File: config.mk
export PLATFORM = sky130hd
export DESIGN_NAME = iot_event_encoder
export DESIGN_NICKNAME = d
export VERILOG_FILES = /design/src/rtl/iot_event_encoder.sv
export SDC_FILE = /design/constraint.sdc
export NUM_CORES = 1
export LEC_CHECK = 0
export ABC_AREA = 1
export CAP_MARGIN = 20
export CELL_PAD_IN_SITES_DETAIL_PLACEMENT = 1
export CELL_PAD_IN_SITES_GLOBAL_PLACEMENT = 1
export CORE_ASPECT_RATIO = 1.1
export CORE_MARGIN = 2
export CORE_UTILIZATION = 44
export CTS_CLUSTER_DIAMETER = 40
export DETAILED_ROUTE_END_ITERATION = 10
export GPL_TIMING_DRIVEN = 0
export PLACE_DENSITY = 0.88
export SYNTH_ARGS = -nofsm -noshare
export SYNTH_HDL_FRONTEND = slang
export SYNTH_SLANG_ARGS = --single-unit
File: constraint.sdc
create_clock -name clk -period 10.6 [get_ports clk]
set_input_delay 1.59 -clock clk [delete_from_list [all_inputs] [get_ports clk]]
set_output_delay 1.59 -clock clk [all_outputs]
set_load 0.05 [all_outputs]
File: src/rtl/iot_event_encoder.sv
// Device connect/disconnect event encoder: serialises changes in dev_status
// into one-cycle on_off strobes, round-robin, with a configurable idle gap.
module iot_event_encoder #(
    parameter int unsigned GAP_CYCLES = 1
) (
    input  logic       clk,
    input  logic       rst,
    input  logic [7:0] dev_status,
    input  logic       enable,
    output logic       on_off,
    output logic       change,
    output logic [2:0] dev_id,
    output logic [7:0] expected_count,
    output logic       busy
);

    typedef enum logic [1:0] {
        SCAN,
        EMIT,
        GAP
    } state_t;

    state_t     state_q, state_d;
    logic [7:0] reported_q, reported_d;
    logic [2:0] ptr_q, ptr_d;
    logic [3:0] gap_q, gap_d;
    logic       on_off_q, on_off_d;
    logic       change_q, change_d;
    logic [2:0] dev_id_q, dev_id_d;
    logic [7:0] count_q, count_d;

    logic [7:0] pending;
    logic       found;
    logic [2:0] grant_idx;
    logic [2:0] idx;

    assign pending = dev_status ^ reported_q;

    // Round-robin search starting at ptr_q, wrapping 7 -> 0.
    always_comb begin
        found     = 1'b0;
        grant_idx = '0;
        idx       = '0;
        for (int unsigned k = 0; k < 8; k++) begin
            idx = ptr_q + 3'(k);
            if (!found && pending[idx]) begin
                found     = 1'b1;
                grant_idx = idx;
            end
        end
    end

    always_comb begin
        state_d    = state_q;
        reported_d = reported_q;
        ptr_d      = ptr_q;
        gap_d      = gap_q;
        on_off_d   = 1'b0;
        change_d   = change_q;
        dev_id_d   = dev_id_q;
        count_d    = count_q;
        case (state_q)
            SCAN: begin
                if (enable && found) begin
                    state_d               = EMIT;
                    on_off_d              = 1'b1;
                    dev_id_d              = grant_idx;
                    change_d              = dev_status[grant_idx];
                    reported_d[grant_idx] = dev_status[grant_idx];
                    count_d               = dev_status[grant_idx] ? count_q + 8'd1
                                                                  : count_q - 8'd1;
                    ptr_d                 = grant_idx + 3'd1;
                end
            end
            EMIT: begin
                if (GAP_CYCLES == 0) begin
                    state_d = SCAN;
                end else begin
                    state_d = GAP;
                    gap_d   = 4'(GAP_CYCLES - 1);
                end
            end
            GAP: begin
                if (gap_q == '0) begin
                    state_d = SCAN;
                end else begin
                    gap_d = gap_q - 4'd1;
                end
            end
            default: state_d = SCAN;
        endcase
    end

    always_ff @(posedge clk) begin
        if (rst) begin
            state_q    <= SCAN;
            reported_q <= '0;
            ptr_q      <= '0;
            gap_q      <= '0;
            on_off_q   <= 1'b0;
            change_q   <= 1'b0;
            dev_id_q   <= '0;
            count_q    <= '0;
        end else begin
            state_q    <= state_d;
            reported_q <= reported_d;
            ptr_q      <= ptr_d;
            gap_q      <= gap_d;
            on_off_q   <= on_off_d;
            change_q   <= change_d;
            dev_id_q   <= dev_id_d;
            count_q    <= count_d;
        end
    end

    assign on_off         = on_off_q;
    assign change         = change_q;
    assign dev_id         = dev_id_q;
    assign expected_count = count_q;
    assign busy           = |pending;

endmodule

### Yosys cells after proc, flatten, opt, wreduce, memory -nomap -nowiden

Index checks and enable logic that the tools add are counted.

| storage, ports and cells | value |
|---|---|
| register bits after elaboration | 30 |
| output and inout bits | 14 |

| cells by class | value |
|---|---|
| add/subtract/negate cells | 11 |
| order comparisons | 10 |
| eq/ne operators | 5 |
| multiplexer cells | 44 |
| bitwise operators | 2 |
| reduce and logical (&&, ||, !) cells | 24 |

Operators by type and width:

| kind | count |
|---|---|
| < comparator 3 x 4 -> 1 bit, second input constant | 9 |
| binary-select mux 1 bit (select 3 bit) | 9 |
| two-way mux 3 bit | 8 |
| two-way mux 1 bit | 19 |
| adder 3 bit, second input constant | 4 |
| logical AND 1 bit | 9 |
| adder 8 x 1 -> 8 bit, second input constant | 1 |
| bitwise mux 8 bit | 1 |
| two-way mux 8 bit | 1 |
| case mux 4 bit (2 select lines) | 1 |
| OR reduction 8 bit | 1 |
| subtractor 8 x 1 -> 8 bit, second input constant | 1 |
| XOR 8 bit | 1 |
| zero test 1 bit | 7 |
| adder 3 x 1 -> 3 bit, second input constant | 2 |
| adder 3 x 2 -> 3 bit, second input constant | 2 |
| inequality test 2 bit, second input constant | 3 |
| case mux 2 bit (3 select lines) | 1 |
| AND reduction 2 bit | 3 |
| zero test 4 bit | 1 |
| two-way mux 2 bit | 2 |
| two-way mux 4 bit | 1 |
| subtractor 4 x 1 -> 4 bit, second input constant | 1 |
| demux 1 bit (select 3 bit) | 1 |
| other kinds (7) | 7 |

### Longest topological paths before layout

Gate-level depths: netlist of run 1.

| logic depth | value |
|---|---|
| depth in word-level cells | 30 |
| depth in mapped cells | 31 |
| depth with buffers taken out | 31 |

### Worst setup path before layout of run 1

OpenSTA, ideal clock, no wires.

| path | value |
|---|---|
| kind | input to output |
| start point | in dev_status[6] |
| end point | out busy |
| data arrival time | 2.927 ns |
| required time | 9.010 ns |
| path slack | 6.083 ns |
| stages on the path | 10 |
| path through | inv_1 -> nand2_1 -> nand3_1 -> nand3_1 -> nand3_1 -> nand2_2 -> nor2_4 -> nand4_4 -> nor2_4 -> nand3b_1 |

| between the ends | value |
|---|---|
| word-level cells in the longest chain between the ends | 2 |

RTL lines:

| element | RTL line | source |
|---|---|---|
| from (decl) | 8 | `input logic [7:0] dev_status,` |
| XOR 8 bit | 37 | `assign pending = dev_status ^ reported_q;` |
| OR reduction 8 bit | 120 | `assign busy = \|pending;` |
| to (decl) | 14 | `output logic busy` |

Every way passes these cells.

### Worst setup path in the final report of run 1

Ends and elaborated chain as after synthesis.

==> results of run 1 <==
[worst paths after layout]
check	to	cells after the start	slack (ns)
setup / recovery	busy	9	4.80
hold reg to reg	gap_q[2]$_SDFFE_PP0P_	1	0.45
hold / removal	gap_q[2]$_SDFFE_PP0P_	1	0.45
setup reg to reg	expected_count[6]$_SDFFE_PP0P_	29	5.97
[stage by stage]
step,hold WS [ns],utilization
finish,0.4486,0.5158
global route,0.4832,0.5158
CTS,0.4442,0.5158
detailed placement,0.4301,0.5008
global placement,0.4263,0.5008
floorplan,0.4116,-
[sequential cells by signal, indices dropped and copies added, names as in the netlist]
register and count:
change 1, state_q 2, dev_id 3, reported_q 8
on_off 1, expected_count 8, gap_q 4, ptr_q 3
[cells in the mapped netlist, drive strengths merged]
library cell,number,area (sq um)
nand2,131,549.3
nand3,86,498.0
inv,71,266.5
dfxtp,30,600.6
nor2,30,142.6
o21ai,29,156.4
a21oi,23,118.9
buf,6,51.30
ha,6,75.07
nand4,6,52.55
clkbuf,5,18.77
nand3b,5,41.29
o211ai,3,22.52
a31oi,2,12.51
o41ai,2,17.52
or2,2,12.52
xnor2,2,17.52
xor2,2,17.52
a21boi,1,7.510
and2,1,6.260
clkinv,1,5.000
o21a,1,7.510
o21bai,1,11.26
o22ai,1,6.260
[final cells by class]
cell class              instances  area share
clock buffers                   7     0.02752
repair buffers                 23     0.07339
inverters                      72     0.08656
clock inverters                 1    0.001596
flip-flops and latches         30      0.1915
well taps                      80     0.03191
multi-input cells             334      0.5652
plain buffers                  11     0.02234
[cells by family after synthesis]
group           count (synthesis)  share of synthesized area
compound gates                 63                     0.1327
xor+xnor                        4                    0.01291
fa+ha+maj                       6                    0.02765
buf+inv                        83                     0.1258
flops                          30                     0.2212
simple gates                  261                     0.4797
[per-layer routing]
layer  routed length [um]  global-route usage  up-vias  share of wire
met5                    0                   0        -              0
met4                  265              0.1097        0          0.031
met3                  231             0.02708       21          0.027
met2                 4477              0.4981       59           0.52
met1                 3647              0.3081     1441           0.42
li1                     -                   -     1513              -
==> insert_results.sql, run 1 <==
INSERT INTO impl_metrics (metric_group, metric, value, unit) VALUES
('run_status', 'outcome', 'completed', ''),
('die', 'design.die.area', '0.006816', 'sq mm'),
('detailed_routing', 'drt_iter0_markers', '85', ''),
('setup_path', 'worstSetupStartpointType', 'primary input', ''),
('flow_run', 'timing.max_cap.violations', '0', ''),
('sta', 'final_period_minus_worst_setup_slack', '5.804', 'ns'),
('sta', 'final.period_utilization', '0.5476', ''),
('sta', 'final_max_slew_viol_count', '0', ''),
('setup_path', 'cp_max_fo', '4', ''),
('die', 'row_count', '30', ''),
('setup_path', 'slowest_delay', '0.84', 'ns'),
('die', 'die_w', '78.90', 'um'),
('clock_network', 'clock_sinks', '30', ''),
('placement', 'preCtsSetupSlack', '4.833', 'ns'),
('setup_path', 'setup.worst_path.class', 'primary input to output pin', ''),
('worst_hold_path', 'timing.hold.worst.start', 'gap_q[2]$_SDFFE_PP0P_', ''),
('clock_network', 'cts_hold_buf', '0', ''),
('layout', 'most_used_cells_in_the_layout_excluding_fill_and_tap_cells', 'sky130_fd_sc_hd__nand2_1 (116), sky130_fd_sc_hd__nand3_1 (77), sky130_fd_sc_hd__inv_1 (64)', ''),
('clock_network', 'cts.root.buffer_cell', 'sky130_fd_sc_hd__clkbuf_8', ''),
('placement', 'place.port_buffers', '23', ''),
('clock_network', 'path_clk_slew', '0.06', 'ns'),
('layout', 'syn2layout_area_growth', '15.53', '%'),
('detailed_routing', 'routed_via_density', '5.437', ''),
('clock_network', 'cts-htree-levels', '2', ''),
('grt', 'initial_antenna_violation_count', '0', ''),
('synth', 'yosysSeqAreaShare', '0.2212', ''),
('sta', 'final.setup.tns', '0', 'ns'),
('synth', 'netlist-cell-type-count', '38', ''),
('layout', 'layout-drive-gt1-share', '0.1151', ''),
('detailed_routing', 'route.detailed.wl_per_inst', '15.45', 'um'),
('layout', 'layout_commonest_cell', 'sky130_fd_sc_hd__nand2_1', ''),
('die', 'initial_utilization', '0.4465', ''),
('synth', 'synth_nets', '464', ''),
('clock_network', 'worst_skew_pair.late_latency', '0.29', 'ns'),
('setup_path', 'arrival_time_of_data_at_the_critical_path_endpoint', '4.21', 'ns'),
('sta', 'rsz0062_at_grt', 'false', ''),
('sta', 'setup_violations', '0', ''),
('synth', 'synth_warn', '0', ''),
('clock_network', 'post_cts.resized_instances', '0', ''),
('setup_path', 'timing.critical_path.buf_inv', '3', ''),
('synth', 'syn_inst', '447', ''),
('clock_network', 'clk_path_buf_depth', '2', ''),
('placement', 'cell_area_placed', '0.003045', 'sq mm'),
('sta', 'timing_hold_violations_final', '0', ''),
('detailed_routing', 'post-route-drc-count', '0', ''),
('synth', 'syn_avg_cell_area', '6.074', 'sq um'),
('layout', 'nFillCells', '891', ''),
('sta', 'tightestPinTransition', '0.5643', 'ns'),
('layout', 'num-nets-final', '494', ''),
('detailed_routing', 'finalWirelength', '8.621', 'mm'),
('setup_path', 'startpoint', 'dev_status[6]', ''),
('clock_network', 'postCtsSetupRepairBufs', '0', ''),
('layout', 'antenna_cells', '0', ''),
('sta', 'skew', '0.007988', 'ns'),
('setup_path', 'end_kind', 'output pin', ''),
('sta', 'finalWorstSetupSlack', '4.796', 'ns'),
('placement', 'place.detailed.instances', '550', ''),
('grt', 'gr-total-overflow', '0', ''),
('layout', 'final_cells', '558', ''),
('sta', 'timing.slew.headroom', '0.6238', ''),
('layout', 'multi_input_comb_area', '0.001773', 'sq mm'),
('detailed_routing', 'dr.pass1.iters', '4', ''),
('layout', 'finish.instance_area', '0.003137', 'sq mm'),
('clock_network', 'cts_tree', 'done', ''),
('clock_network', 'tritoncts.num_buffers', '5', ''),
('synth', 'synth.ff_latch_count', '30', ''),
('setup_path', 'slowest_stage', 'sky130_fd_sc_hd__clkdlybuf4s50_1', ''),
('die', 'ioPinCount', '25', ''),
('detailed_routing', 'route.antenna.remaining_nets', '0', ''),
('die', 'floorplan.core_area', '0.006081', 'sq mm'),
('setup_path', 'regToRegStartpoint', 'ptr_q[0]$_SDFFE_PP0P_', '');
Power of run 1 is left out: the tool's default activity adds up to more than one toggle a clock period on the data nets, which glitch-free logic cannot reach.
==> run 2: changes to the inputs <==
- CORE_UTILIZATION: 44 -> 41
- PLACE_DENSITY: 0.88 -> 0.82
- clock period: 10.6 -> 5.55 ns (I/O delays scaled with it)
==> run 2 against run 1 <==
  * Non-clock buffer count stayed put
  * First-iteration DRC count is 11% lower
  * Count of clock-buffer cells in the layout is 1 lower
  * Die area is 7.0% higher
  * Via count is 0.66% lower
  * Worst hold slack worse by 0.0072 ns
  * Utilization is 2.6 points lower
  * Cell count is 0.36% higher
  * Routed wire length is 2.7% higher
  * Sequential cell count stayed put
  * Critical path depth is 21 higher
  * Sequential share of layout area is 0.32 points lower
==> insert_results.sql, run 2 (synthesis gave the netlist of run 1 again) <==
INSERT INTO impl_metrics (metric_group, metric, value, unit) VALUES
('setup_path', 'arrival_time_of_data_at_the_critical_path_endpoint', '4.90', 'ns'),
('detailed_routing', 'drt_iter0_markers', '76', ''),
('sta', 'skew', '0.007806', 'ns'),
('layout', 'nFillCells', '930', ''),
('placement', 'dpl.hpwl', '6.866', 'mm'),
('setup_path', 'worstSetupStartpointType', 'flop', ''),
('setup_path', 'internal_reg_to_reg_setup_slack', '0.83', 'ns'),
('setup_path', 'setup.worst_path.class', 'flop to flop', ''),
('clock_network', 'path_clk_slew', '0.07', 'ns'),
('worst_hold_path', 'timing.hold.worst.class', 'flop to flop', ''),
('placement', 'cell_area_placed', '0.003048', 'sq mm'),
('clock_network', 'postCtsSetupRepairBufs', '0', ''),
('sta', 'final_period_minus_worst_setup_slack', '4.717', 'ns'),
('detailed_routing', 'post-route-drc-count', '0', ''),
('layout', 'num-nets-final', '494', ''),
('setup_path', 'cp_max_fo', '10', ''),
('setup_path', 'rr_endpoint', 'expected_count[6]$_SDFFE_PP0P_', ''),
('detailed_routing', 'dr.pass1.iters', '4', ''),
('grt', 'initial_antenna_violation_count', '0', ''),
('die', 'design.die.area', '0.007290', 'sq mm'),
('placement', 'preCtsSetupSlack', '0.8512', 'ns'),
('clock_network', 'cts_tree', 'done', ''),
('setup_path', 'slowest_delay', '0.50', 'ns'),
('run_status', 'outcome', 'completed', ''),
('sta', 'tightestPinTransition', '0.5608', 'ns'),
('grt', 'gr-total-overflow', '0', ''),
('detailed_routing', 'finalWirelength', '8.854', 'mm'),
('detailed_routing', 'route.antenna.remaining_nets', '0', ''),
('sta', 'rsz0062_at_grt', 'false', ''),
('setup_path', 'slowest_stage', 'sky130_fd_sc_hd__dfxtp_1', ''),
('die', 'die_w', '81.59', 'um'),
('setup_path', 'startpoint', 'ptr_q[0]$_SDFFE_PP0P_', ''),
('layout', 'antenna_cells', '0', ''),
('layout', 'most_used_cells_in_the_layout_excluding_fill_and_tap_cells', 'sky130_fd_sc_hd__nand2_1 (116), sky130_fd_sc_hd__nand3_1 (77), sky130_fd_sc_hd__inv_1 (64)', ''),
('detailed_routing', 'route.detailed.wl_per_inst', '15.81', 'um'),
('placement', 'place_congestion', '0.8267', ''),
('clock_network', 'cts_hold_buf', '0', ''),
('sta', 'setup_violations', '0', ''),
('layout', 'layout_commonest_cell', 'sky130_fd_sc_hd__nand2_1', ''),
('clock_network', 'tritoncts.num_buffers', '5', ''),
('sta', 'timing_hold_violations_final', '0', ''),
('sta', 'timing.slew.headroom', '0.6261', ''),
('layout', 'finish.instance_area', '0.003191', 'sq mm'),
('placement', 'place.port_buffers', '23', ''),
('clock_network', 'cts-htree-levels', '2', ''),
('grt', 'groute.usage.overall', '0.2657', ''),
('grt', 'number_of_global_route_vias_before_repair', '3118', ''),
('flow_run', 'timing.max_cap.violations', '0', ''),
('grt', 'grt_max_degree', '11', ''),
('clock_network', 'post_cts.resized_instances', '0', ''),
('sta', 'final.period_utilization', '0.8500', ''),
('die', 'row_count', '31', ''),
('sta', 'finalWorstSetupSlack', '0.8326', 'ns'),
('clock_network', 'worst_skew_pair.late_latency', '0.29', 'ns'),
('setup_path', 'cp.required', '5.74', 'ns'),
('clock_network', 'clock_sinks', '30', ''),
('die', 'initial_utilization', '0.4167', ''),
('setup_path', 'regToRegStartpoint', 'ptr_q[0]$_SDFFE_PP0P_', ''),
('setup_path', 'path_common_cell', 'sky130_fd_sc_hd__nand2_1', ''),
('layout', 'layout-drive-gt1-share', '0.1172', ''),
('detailed_routing', 'routed_via_density', '5.382', ''),
('sta', 'clock.fmax', '212.0', 'MHz'),
('clock_network', 'cts.root.buffer_cell', 'sky130_fd_sc_hd__clkbuf_8', ''),
('clock_network', 'clk_path_buf_depth', '2', ''),
('layout', 'syn2layout_area_growth', '17.51', '%'),
('sta', 'final_max_slew_viol_count', '0', ''),
('die', 'floorplan.core_area', '0.006516', 'sq mm'),
('sta', 'final.setup.tns', '0', 'ns'),
('die', 'ioPinCount', '25', ''),
('setup_path', 'rr_worst_depth', '30', ''),
('grt', 'grt_first_pass_wirelength', '14.87', 'mm'),
('layout', 'finalCoreUtilization', '0.4896', ''),
('die', 'dieHeight', '89.35', 'um'),
('detailed_routing', 'num_vias', '3014', ''),
('setup_path', 'end_kind', 'flop', ''),
('setup_path', 'setup.worst_path.end', 'expected_count[6]$_SDFFE_PP0P_', '');
## run 2: cell count changes in the layout (fill, tap and decap cells not counted), sizes merged
cell,previous run,this run
clkinv,2,1
bufinv,0,2
clkbuf,12,11
## run 2: worst max-delay path, delay by kind of cell (launching register included)
kind	cells	cell delay, ns
flops	1	0.50
buf+inv	7	1.11
fa+ha+maj	2	0.44
simple gates	18	2.21
compound gates	3	0.33
## run 2: metrics by stage
stage	hold WS (ns)	instances
global route	0.4728	560
CTS	0.4455	560
detailed placement	0.4351	552
finish	0.4414	560
floorplan	0.4116	447
global placement	0.4263	552
## run 2: worst min-delay path by stage
stage,startpoint,to,depth (start not counted)
global route,gap_q[0]$_SDFFE_PP0P_,gap_q[0]$_SDFFE_PP0P_,1
global placement,gap_q[2]$_SDFFE_PP0P_,gap_q[2]$_SDFFE_PP0P_,1
detailed placement,gap_q[2]$_SDFFE_PP0P_,gap_q[2]$_SDFFE_PP0P_,1
CTS,gap_q[2]$_SDFFE_PP0P_,gap_q[2]$_SDFFE_PP0P_,1
finish,gap_q[2]$_SDFFE_PP0P_,gap_q[2]$_SDFFE_PP0P_,1
floorplan,gap_q[2]$_SDFFE_PP0P_,gap_q[2]$_SDFFE_PP0P_,1
## run 2: per-layer routing
metal,wire length (um),track usage,up-vias
met4,167,0.08788,0
met1,3857,0.3031,1450
met5,0,0,-
met2,4648,0.5037,47
li1,-,-,1506
met3,181,0.03737,11
## run 2: cell type report
class	count	area, sq um	area share
multi-input combinational	334	1773	0.5557
clock buffer	6	82.58	0.02588
sequential	30	600.6	0.1882
timing repair buffer	23	230.2	0.07216
clock inverter	2	60.06	0.01882
inverter	72	271.5	0.08510
tap	82	102.6	0.03216
buffer	11	70.07	0.02196
Power of run 2 is left out for the same reason.
